## config.mk

```make
export PLATFORM = sky130hd
export DESIGN_NAME = instr_align_buffer_flat
export DESIGN_NICKNAME = d
export VERILOG_FILES = /design/src/rtl/instr_align_buffer_if.sv /design/src/rtl/instr_align_buffer.sv /design/src/flat_wrapper.sv
export SDC_FILE = /design/constraint.sdc
export NUM_CORES = 1
export LEC_CHECK = 0
export ABC_AREA = 1
export ABC_CLOCK_PERIOD_IN_PS = 1600
export CAP_MARGIN = 20
export CORE_MARGIN = 2
export CORE_UTILIZATION = 35
export DETAILED_ROUTE_END_ITERATION = 10
export SLEW_MARGIN = 20
export SYNTH_ARGS = -nofsm -noshare
export SYNTH_HDL_FRONTEND = slang
export SYNTH_SLANG_ARGS = --single-unit
export TNS_END_PERCENT = 50
```

## constraint.sdc

```tcl
create_clock -name clk -period 1.6 [get_ports clk]
set_input_delay 0.32 -clock clk [delete_from_list [all_inputs] [get_ports clk]]
set_output_delay 0.32 -clock clk [all_outputs]
set_load 0.01 [all_outputs]
```

## src/rtl/instr_align_buffer_if.sv

```systemverilog
// Fetch-to-decode bus for instr_align_buffer: the fetch word handshake, the redirect request
// and the registered instruction output slot.
interface instr_align_buffer_if #(
  parameter int unsigned XLEN = 32
);
  logic            word_valid_i;
  logic            word_ready_o;
  logic [31:0]     word_i;
  logic [XLEN-1:0] word_pc_i;
  logic            word_err_i;
  logic            redirect_i;
  logic [XLEN-1:0] redirect_pc_i;
  logic            instr_valid_o;
  logic            instr_ready_i;
  logic [31:0]     instr_o;
  logic [XLEN-1:0] instr_pc_o;
  logic            instr_comp_o;
  logic            instr_err_o;

  modport slave (
    input  word_valid_i, word_i, word_pc_i, word_err_i, redirect_i, redirect_pc_i, instr_ready_i,
    output word_ready_o, instr_valid_o, instr_o, instr_pc_o, instr_comp_o, instr_err_o
  );

  modport master (
    output word_valid_i, word_i, word_pc_i, word_err_i, redirect_i, redirect_pc_i, instr_ready_i,
    input  word_ready_o, instr_valid_o, instr_o, instr_pc_o, instr_comp_o, instr_err_o
  );
endinterface

```

## src/rtl/instr_align_buffer.sv

```systemverilog
// Splits word-aligned fetch words into 16/32-bit instructions with exact halfword PCs.
// Compressed support is built only when ALIGN_COMP_EN is defined; otherwise it faults.
module instr_align_buffer #(
  parameter int unsigned     XLEN     = 32,
  parameter logic [XLEN-1:0] RESET_PC = 32'h8000_0000
) (
  input logic                 clk,
  input logic                 rst_n,
  instr_align_buffer_if.slave bus
);

`ifdef ALIGN_COMP_EN
  typedef enum logic [1:0] {StAligned, StHalf, StSkip, StHalt} state_e;
`else
  typedef enum logic [1:0] {StAligned, StMisalign, StHalt} state_e;
`endif

  state_e          state_q, state_d;
  logic [XLEN-1:0] exp_wpc_q, exp_wpc_d;
  logic            instr_valid_q, instr_valid_d;
  logic [31:0]     instr_q, instr_d;
  logic [XLEN-1:0] instr_pc_q, instr_pc_d;
  logic            instr_err_q, instr_err_d;
`ifdef ALIGN_COMP_EN
  logic            instr_comp_q, instr_comp_d;
  logic [15:0]     hw_q, hw_d;
  logic            hw_comp;
  logic [XLEN-1:0] hw_pc;
  logic            emit_comp;
`endif

  logic            adv;
  logic            word_match;
  logic            word_ready;
  logic            take;
  logic            emit;
  logic [31:0]     emit_instr;
  logic [XLEN-1:0] emit_pc;
  logic            emit_err;
  logic            unused_redirect_pc0;

  assign adv                 = ~instr_valid_q | bus.instr_ready_i;
  assign word_match          = (bus.word_pc_i == exp_wpc_q);
  assign unused_redirect_pc0 = bus.redirect_pc_i[0];

`ifdef ALIGN_COMP_EN
  assign hw_comp = (hw_q[1:0] != 2'b11);
  // The held halfword always sits just below the next expected word.
  assign hw_pc   = exp_wpc_q - XLEN'(2);
`endif

  always_comb begin
    state_d       = state_q;
    exp_wpc_d     = exp_wpc_q;
    instr_valid_d = instr_valid_q & ~bus.instr_ready_i;
    instr_d       = instr_q;
    instr_pc_d    = instr_pc_q;
    instr_err_d   = instr_err_q;
    word_ready    = 1'b0;
    take          = 1'b0;
    emit          = 1'b0;
    emit_instr    = '0;
    emit_pc       = '0;
    emit_err      = 1'b0;
`ifdef ALIGN_COMP_EN
    instr_comp_d  = instr_comp_q;
    hw_d          = hw_q;
    emit_comp     = 1'b0;

    unique case (state_q)
      StAligned: begin
        word_ready = adv;
        take       = bus.word_valid_i & word_ready & word_match;
        if (take) begin
          emit = 1'b1;
          if (bus.word_err_i) begin
            emit_err = 1'b1;
            emit_pc  = exp_wpc_q;
            state_d  = StHalt;
          end else if (bus.word_i[1:0] == 2'b11) begin
            emit_instr = bus.word_i;
            emit_pc    = bus.word_pc_i;
            exp_wpc_d  = exp_wpc_q + XLEN'(4);
          end else begin
            emit_instr = {16'h0, bus.word_i[15:0]};
            emit_pc    = bus.word_pc_i;
            emit_comp  = 1'b1;
            hw_d       = bus.word_i[31:16];
            exp_wpc_d  = exp_wpc_q + XLEN'(4);
            state_d    = StHalf;
          end
        end
      end
      StHalf: begin
        if (hw_comp) begin
          // Drain the held compressed halfword before taking another word.
          if (adv) begin
            emit       = 1'b1;
            emit_instr = {16'h0, hw_q};
            emit_pc    = hw_pc;
            emit_comp  = 1'b1;
            state_d    = StAligned;
          end
        end else begin
          word_ready = adv;
          take       = bus.word_valid_i & word_ready & word_match;
          if (take) begin
            emit = 1'b1;
            if (bus.word_err_i) begin
              emit_err = 1'b1;
              emit_pc  = hw_pc;
              state_d  = StHalt;
            end else begin
              emit_instr = {bus.word_i[15:0], hw_q};
              emit_pc    = hw_pc;
              hw_d       = bus.word_i[31:16];
              exp_wpc_d  = exp_wpc_q + XLEN'(4);
            end
          end
        end
      end
      StSkip: begin
        // Always ready, except a faulting word must wait until the slot can take the error.
        word_ready = ~(bus.word_valid_i & word_match & bus.word_err_i & ~adv);
        take       = bus.word_valid_i & word_ready & word_match;
        if (take) begin
          if (bus.word_err_i) begin
            emit     = 1'b1;
            emit_err = 1'b1;
            emit_pc  = exp_wpc_q;
            state_d  = StHalt;
          end else begin
            hw_d      = bus.word_i[31:16];
            exp_wpc_d = exp_wpc_q + XLEN'(4);
            state_d   = StHalf;
          end
        end
      end
      StHalt: begin
        word_ready = 1'b1;
      end
      default: ;
    endcase
`else
    unique case (state_q)
      StAligned: begin
        word_ready = adv;
        take       = bus.word_valid_i & word_ready & word_match;
        if (take) begin
          emit = 1'b1;
          if (bus.word_err_i || (bus.word_i[1:0] != 2'b11)) begin
            emit_err = 1'b1;
            emit_pc  = exp_wpc_q;
            state_d  = StHalt;
          end else begin
            emit_instr = bus.word_i;
            emit_pc    = bus.word_pc_i;
            exp_wpc_d  = exp_wpc_q + XLEN'(4);
          end
        end
      end
      StMisalign: begin
        // Redirect to a halfword PC cannot be executed without compressed support.
        if (adv) begin
          emit     = 1'b1;
          emit_err = 1'b1;
          emit_pc  = exp_wpc_q + XLEN'(2);
          state_d  = StHalt;
        end
      end
      StHalt: begin
        word_ready = 1'b1;
      end
      default: ;
    endcase
`endif

    if (emit) begin
      instr_valid_d = 1'b1;
      instr_d       = emit_instr;
      instr_pc_d    = emit_pc;
      instr_err_d   = emit_err;
`ifdef ALIGN_COMP_EN
      instr_comp_d  = emit_comp;
`endif
    end

    if (bus.redirect_i) begin
      word_ready    = 1'b0;
      instr_valid_d = 1'b0;
      exp_wpc_d     = {bus.redirect_pc_i[XLEN-1:2], 2'b00};
`ifdef ALIGN_COMP_EN
      state_d       = bus.redirect_pc_i[1] ? StSkip : StAligned;
`else
      state_d       = bus.redirect_pc_i[1] ? StMisalign : StAligned;
`endif
    end
  end

  always_ff @(posedge clk or negedge rst_n) begin
    if (!rst_n) begin
      state_q       <= StAligned;
      exp_wpc_q     <= RESET_PC;
      instr_valid_q <= 1'b0;
      instr_q       <= '0;
      instr_pc_q    <= '0;
      instr_err_q   <= 1'b0;
`ifdef ALIGN_COMP_EN
      instr_comp_q  <= 1'b0;
      hw_q          <= '0;
`endif
    end else begin
      state_q       <= state_d;
      exp_wpc_q     <= exp_wpc_d;
      instr_valid_q <= instr_valid_d;
      instr_q       <= instr_d;
      instr_pc_q    <= instr_pc_d;
      instr_err_q   <= instr_err_d;
`ifdef ALIGN_COMP_EN
      instr_comp_q  <= instr_comp_d;
      hw_q          <= hw_d;
`endif
    end
  end

  assign bus.word_ready_o  = word_ready;
  assign bus.instr_valid_o = instr_valid_q;
  assign bus.instr_o       = instr_q;
  assign bus.instr_pc_o    = instr_pc_q;
  assign bus.instr_err_o   = instr_err_q;
`ifdef ALIGN_COMP_EN
  assign bus.instr_comp_o  = instr_comp_q;
`else
  assign bus.instr_comp_o  = 1'b0;
`endif

endmodule

```

## src/flat_wrapper.sv

```systemverilog
// flat-port wrapper written by rule: the top's interface ports become plain ports
module instr_align_buffer_flat 
#(
  parameter int unsigned     XLEN     = 32,
  parameter logic [XLEN-1:0] RESET_PC = 32'h8000_0000
)
  (clk, rst_n, bus_word_valid_i, bus_word_i, bus_word_pc_i, bus_word_err_i, bus_redirect_i, bus_redirect_pc_i, bus_instr_ready_i, bus_word_ready_o, bus_instr_valid_o, bus_instr_o, bus_instr_pc_o, bus_instr_comp_o, bus_instr_err_o);
  instr_align_buffer_if #(.XLEN(XLEN)) bus_i ();
  input logic clk;
  input logic rst_n;
  input wire logic [$bits(bus_i.word_valid_i)-1:0] bus_word_valid_i;
  input wire logic [$bits(bus_i.word_i)-1:0] bus_word_i;
  input wire logic [$bits(bus_i.word_pc_i)-1:0] bus_word_pc_i;
  input wire logic [$bits(bus_i.word_err_i)-1:0] bus_word_err_i;
  input wire logic [$bits(bus_i.redirect_i)-1:0] bus_redirect_i;
  input wire logic [$bits(bus_i.redirect_pc_i)-1:0] bus_redirect_pc_i;
  input wire logic [$bits(bus_i.instr_ready_i)-1:0] bus_instr_ready_i;
  output wire logic [$bits(bus_i.word_ready_o)-1:0] bus_word_ready_o;
  output wire logic [$bits(bus_i.instr_valid_o)-1:0] bus_instr_valid_o;
  output wire logic [$bits(bus_i.instr_o)-1:0] bus_instr_o;
  output wire logic [$bits(bus_i.instr_pc_o)-1:0] bus_instr_pc_o;
  output wire logic [$bits(bus_i.instr_comp_o)-1:0] bus_instr_comp_o;
  output wire logic [$bits(bus_i.instr_err_o)-1:0] bus_instr_err_o;
  assign bus_i.word_valid_i = bus_word_valid_i;
  assign bus_i.word_i = bus_word_i;
  assign bus_i.word_pc_i = bus_word_pc_i;
  assign bus_i.word_err_i = bus_word_err_i;
  assign bus_i.redirect_i = bus_redirect_i;
  assign bus_i.redirect_pc_i = bus_redirect_pc_i;
  assign bus_i.instr_ready_i = bus_instr_ready_i;
  assign bus_word_ready_o = bus_i.word_ready_o;
  assign bus_instr_valid_o = bus_i.instr_valid_o;
  assign bus_instr_o = bus_i.instr_o;
  assign bus_instr_pc_o = bus_i.instr_pc_o;
  assign bus_instr_comp_o = bus_i.instr_comp_o;
  assign bus_instr_err_o = bus_i.instr_err_o;
  instr_align_buffer #(.XLEN(XLEN), .RESET_PC(RESET_PC)) u_core (.clk(clk), .rst_n(rst_n), .bus(bus_i));
endmodule
```

# [Word-level counts from Yosys, hierarchy flattened]
# Index checks and enable logic that the tools add are counted.
# W data, S select, Z words.
[word_totals] inputBits=102 regBits=100
[classes] reduce_logical=7 n_addsub=2 muxes=27 n_bitwise=6 eq_ne=8
[ops] cell="$mux W32" count=10
[ops] cell="$pmux W32 S2" count=1
[ops] cell="$add A32 B2 Y32 const B" count=1
[ops] cell="$add A32 B3 Y32 const B" count=1
[ops] cell="$eq A32 B32 Y1" count=1
[ops] cell="$ne A3 B2 Y1 const B" count=3
[ops] cell="$mux W1" count=8
[ops] cell="$mux W2" count=4
[ops] cell="$pmux W1 S2" count=3
[ops] cell="$ne A2 B2 Y1 const B" count=2
[ops] cell="$pmux W2 S2" count=1
[ops] cell="$reduce_and A4 Y1" count=1
[ops] cell="$reduce_bool A2 Y1" count=2
[ops] cell="$and A1 B1 Y1" count=3
[ops] cell="$reduce_and A3 Y1" count=1
[ops] cell="$reduce_bool A3 Y1" count=1
[ops] cell="$eq A2 B1 Y1 const B" count=1
[ops] cell="$eq A2 B2 Y1 const B" count=1
[ops] cell="$logic_not A2 Y1" count=1
[ops] cell="$not A1 Y1" count=2
[ops] cell="$logic_or A1 B1 Y1" count=1
[ops] cell="$or A1 B1 Y1" count=1

# [Logic depth before layout (Yosys ltp)]
[logic_depth] depth_word=8 ltp_mapped=14 depth_no_buf=13

# [Least setup slack after synthesis]
# Ideal clock, no wire load.
[synth_path] path_type="input port to output port" start="input port bus_redirect_i" end="output port bus_word_ready_o" t_required_ns=1.280 setup_slack_ns=-0.091 cell_stages=6 arrival_ns=1.371 n_path_buf=3 cell_sequence="clkbuf_1 > inv_1 > clkbuf_1 > buf_1 > o211ai_1 > inv_1"
[synth_via] elab_chain_len=1
[synth_rtl] item="start, declared" line_no="flat_wrapper.sv:15" source="input wire logic [$bits(bus_i.redirect_i)-1:0] bus_redirect_i;"
[synth_rtl] item="$mux W1" line_no="instr_align_buffer.sv:188" source="if (bus.redirect_i) begin"
[synth_rtl] item="end, declared" line_no="flat_wrapper.sv:18" source="output wire logic [$bits(bus_i.word_ready_o)-1:0] bus_word_ready_o;"
# Every way passes these cells.

# [Final worst setup path]
[layout_path] start="register u_core.exp_wpc_q[31]" end="register u_core.exp_wpc_q[14]"
[layout_via] elab_chain_len=4
[layout_rtl] item="start, declared" line_no="instr_align_buffer.sv:19" source="logic [XLEN-1:0] exp_wpc_q, exp_wpc_d;"
[layout_rtl] item="start signal, assigned" line_no="instr_align_buffer.sv:214" source="exp_wpc_q <= exp_wpc_d;"
[layout_rtl] item="$eq A32 B32 Y1" line_no="instr_align_buffer.sv:43" source="assign word_match = (bus.word_pc_i == exp_wpc_q);"
[layout_rtl] item="$and A1 B1 Y1" line_no="instr_align_buffer.sv:148" source="take = bus.word_valid_i & word_ready & word_match;"
[layout_rtl] item="$reduce_bool A2 Y1 (no source line)"
[layout_rtl] item="$reduce_and A3 Y1 (no source line)"
# Every way passes these cells.
# A chain may end at the register's enable or synchronous reset.

==> flow_metrics.env <==
export IMPL_starting_density_of_the_core_pct=35.9
export IMPL_tritoncts_buffers=9
export IMPL_skew_ps=9.11
export IMPL_critPathMaxStageDelay_ps=570
export IMPL_final_max_slew_violation_count=0
export IMPL_portBuffers=167
export IMPL_maximum_number_of_pins_on_one_net_before_global_route_repair=99
export IMPL_ctsHtreeMaxLevel=3
export IMPL_remaining_drc_errors=0
export IMPL_max_freq_mhz=517
export IMPL_worst_r2r_startpoint="u_core.exp_wpc_q[31]"
export IMPL_design_core_area_sq_um=15900
export IMPL_post_synth_most_frequent_cells="sky130_fd_sc_hd__nand2_1 (333), sky130_fd_sc_hd__nand3_1 (164), sky130_fd_sc_hd__dfrtp_1 (97)"
export IMPL_crit_family="simple AND/OR/NAND/NOR gates"
export IMPL_final_cell_area_sq_um=9240
export IMPL_routedWlPerCell_um=16.3
export IMPL_post_route_util_pct=58.0
export IMPL_final_critical_path_setup_slack_ps=-335
export IMPL_layout_cells_non_filler=1320
export IMPL_drt_pass1_iter_count=7
export IMPL_hold_path_class="input port to asynchronous set/reset pin"
export IMPL_worst_pin_slew_ps=572
export IMPL_path_class="flop to flop"
export IMPL_synth_top_flop_cell="sky130_fd_sc_hd__dfrtp_1"
export IMPL_floorplan_io_pins=170
export IMPL_power_density_nw_per_um2=819
export IMPL_worst_ir_drop_vdd_mv=0.597
export IMPL_via_per_inst=4.91
export IMPL_synth_fp_nets=940
export IMPL_n_antenna_cell=0
export IMPL_worstPathRequired_ps=1890
export IMPL_synth_cell_types=29
export IMPL_met2_wirelength_um=10100
export IMPL_die_height_um=132
export IMPL_gpl_final_weighted_congestion=0.964
export IMPL_post_synthesis_average_cell_area_sq_um=6.83
export IMPL_postRouteAntennaNets=0
export IMPL_grt_setup_unrepaired="yes"
export IMPL_dpl_instance_area_sq_um=8390
export IMPL_postSynthRegisterBits=98
export IMPL_placementRows=46
export IMPL_highest_layer="met4"
export IMPL_failed_checks="setup timing"
export IMPL_critical_path_peak_fanout=7
export IMPL_power_switching_share_pct=32.3
export IMPL_global_route_usage_over_all_layers_pct=24.0
export IMPL_cts_root_buffer_cell="sky130_fd_sc_hd__clkbuf_16"
export IMPL_synth_top_cell_area_share_pct=42.5
export IMPL_timing_critical_path_from="u_core.exp_wpc_q[31]"
export IMPL_first_iter_violations=486
export IMPL_postCtsHoldBufs=0
export IMPL_critPathLaunchType="flop"
export IMPL_finalWorstPathRequiredPeriod_ps=1940
export IMPL_drt_met1_wl_um=9690
export IMPL_worst_skew_pair_late_latency_ps=350
export IMPL_synth_sequential_area_ratio_pct=42.9
export IMPL_cp_end_kind="flop"
export IMPL_clockPowerShare_pct=28.3
export IMPL_tritoncts_num_sinks=98
export IMPL_cts_max_path_buffers=2
export IMPL_fin_nets=1202
export IMPL_crit_chain="xnor2_2 -> nand2_1 -> nor2_1 -> nand2_1 -> nor2_4 -> nand3_4 -> nand2_8 -> clkbuf_16 -> nand2_1 -> nand2_1"
export IMPL_met3_length_um=1390
export IMPL_cell_accounting_for_the_most_synthesized_area="sky130_fd_sc_hd__dfrtp_1"
export IMPL_placement_setup_worst_slack_ps=-717
export IMPL_floorplan_die_width_um=132
export IMPL_timing_max_slew_rel_slack_pct=61.8
export IMPL_postSynth_asyncResetShare_pct=100
export IMPL_run_status="complete, but fails checks"
export IMPL_first_global_vias=6156
export IMPL_antenna_violations_before_repair=0
export IMPL_yosys_warnings=0
export IMPL_design_power_total_mw=7.57
export IMPL_route_vias_total=6478
export IMPL_clk_transition_reported_paths_ps=70
export IMPL_internal_power_mw=5.13
export IMPL_seqPwrFrac_pct=39.6
export IMPL_drive_above_1_share_pct=19.7
export IMPL_critPathMostFrequentCell="sky130_fd_sc_hd__nand2_1"
export IMPL_cell_count_after_synthesis=837
export IMPL_grt_pass1_wl_um=33000
export IMPL_crit_slowest_cell="sky130_fd_sc_hd__dfstp_2"
export IMPL_half_perimeter_wire_length_after_detailed_placement_um=15100
export IMPL_number_of_setup_violations_in_the_final_report=98
export IMPL_synth_edff_count=0
export IMPL_synthToLayoutAreaGrowth_pct=61.6
export IMPL_critical_path_arrival_ps=2220
export IMPL_yosysMostFrequentCell="sky130_fd_sc_hd__nand2_1"
export IMPL_syn_area_sq_um=5720
export IMPL_comb_power_share_pct=32.1
export IMPL_placedCellCount=1289
export IMPL_fin_crit_sh_pct=121
export IMPL_total_leakage_power_nw=4.89
export IMPL_path_buf_inv=1
export IMPL_hold_viol=0
export IMPL_grt_overflow_total=0
export IMPL_ys_top_cells_by_area="sky130_fd_sc_hd__dfrtp_1 (42%), sky130_fd_sc_hd__nand2_1 (22%), sky130_fd_sc_hd__nand3_1 (14%)"
export IMPL_max_cap_violations=0
export IMPL_filler_cell_count=1500
export IMPL_power_switching_mw=2.45
export IMPL_totalWireLength_um=21600
export IMPL_die_area_sq_um=17400
export IMPL_cts_tree="done"
[through the flow]
step                      TNS (ps)  hold WS, ps
after floorplan               -235         24.4
after global placement      -63120          428
after detailed placement    -65540          425
after CTS                   -19950         49.6
after global routing        -32680         60.4
final                       -27200      0.00927
[area by class of cell]
class / instances / area, sq um / area share [%]
Clock buffer: 10 / 239 / 2.59
Multi-Input combinational cell: 625 / 3050 / 33.0
Tap cell: 216 / 270 / 2.92
Sequential cell: 98 / 2460 / 26.6
Timing Repair Buffer: 298 / 2930 / 31.7
Inverter: 67 / 256 / 2.78
Clock inverter: 6 / 46.3 / 0.501
[routing by layer]
metal / global-route usage [%] / up-vias
li1: - / 3202
met1: 33.5 / 2978
met2: 38.6 / 269
met3: 3.42 / 29
met4: 7.55 / 0
met5: 0 / -
[cell usage in the layout (no fill, tap or decap), types with 2 or more instances in the layout]
cell / instances
sky130_fd_sc_hd__inv_2: 10
sky130_fd_sc_hd__o21ai_1: 13
sky130_fd_sc_hd__dlymetal6s2s_1: 25
sky130_fd_sc_hd__clkinvlp_4: 2
sky130_fd_sc_hd__nor2_2: 7
sky130_fd_sc_hd__xnor2_1: 15
sky130_fd_sc_hd__inv_6: 3
sky130_fd_sc_hd__buf_6: 3
sky130_fd_sc_hd__buf_12: 8
sky130_fd_sc_hd__nor2_4: 4
sky130_fd_sc_hd__nor2_1: 33
sky130_fd_sc_hd__clkbuf_16: 14
sky130_fd_sc_hd__xor2_1: 11
sky130_fd_sc_hd__nand3_1: 157
sky130_fd_sc_hd__dfrtp_1: 94
sky130_fd_sc_hd__nand2_4: 6
sky130_fd_sc_hd__buf_8: 2
sky130_fd_sc_hd__clkinv_1: 4
sky130_fd_sc_hd__dlygate4sd2_1: 17
sky130_fd_sc_hd__nand2_1: 309
sky130_fd_sc_hd__nand2_2: 16
sky130_fd_sc_hd__buf_4: 114
sky130_fd_sc_hd__o21ai_0: 11
sky130_fd_sc_hd__nand3_2: 6
sky130_fd_sc_hd__nand2_8: 3
sky130_fd_sc_hd__clkdlybuf4s50_1: 122
sky130_fd_sc_hd__o21ai_2: 5
sky130_fd_sc_hd__dfrtp_2: 3
sky130_fd_sc_hd__nand4_1: 7
sky130_fd_sc_hd__inv_1: 52
sky130_fd_sc_hd__nor3_1: 9
sky130_fd_sc_hd__nand3b_1: 2
[flip-flops by register name, indices dropped and copies added, names as in the netlist]
signal and cells:
u_core.state_q 2, u_core.bus.instr_o 32, u_core.exp_wpc_q 30, u_core.bus.instr_valid_o 1, u_core.bus.instr_err_o 1, u_core.bus.instr_pc_o 32
[repair_timing]
item	CTS	global route
setup buffers	4	5
resized for setup	44	91
pin swaps	9	21
endpoints found under the setup margin	112	122
gates cloned	2	6
[path summary, 6_finish.rpt]
path | to | cells after the start | slack (ps)
worst max-delay path | u_core.exp_wpc_q[14] | 10 | -340
min in group clk | u_core.bus.instr_pc_o[17] | 3 | 320
worst min-delay path | u_core.bus.instr_o[15] | 2 | 0.009
worst min register to register | u_core.bus.instr_pc_o[1] | 2 | 470
max in group asynchronous | u_core.exp_wpc_q[3] | 2 | 1110
worst max register to register | u_core.exp_wpc_q[14] | 10 | -340
[cells by family (layout without fill, tap and decap cells)]
kind of cell / after synthesis / in the layout / share of synthesized area, %
AO/OA/AOI/OAI: 34 / 34 / 3.09
XOR/XNOR: 27 / 27 / 4.14
adder cells (fa/ha/maj): 1 / 1 / 0.219
buffers and inverters: 114 / 381 / 8.29
flip-flops: 98 / 98 / 42.9
other: 1 / 1 / 0.0656
AND/OR/NAND/NOR: 562 / 562 / 41.3
[power groups by stage]
stage | registers [mW] | logic (mW) | clock network [mW]
final | 3.00 | 2.43 | 2.15
after global routing | 3.03 | 2.64 | 2.29
after CTS | 3.00 | 2.36 | 2.19
after detailed placement | 3.05 | 2.29 | 0
after global placement | 3.03 | 2.29 | 0
after floorplan | 3.11 | 0.810 | 0
No activity file was read; power rests on OpenSTA's default activity.
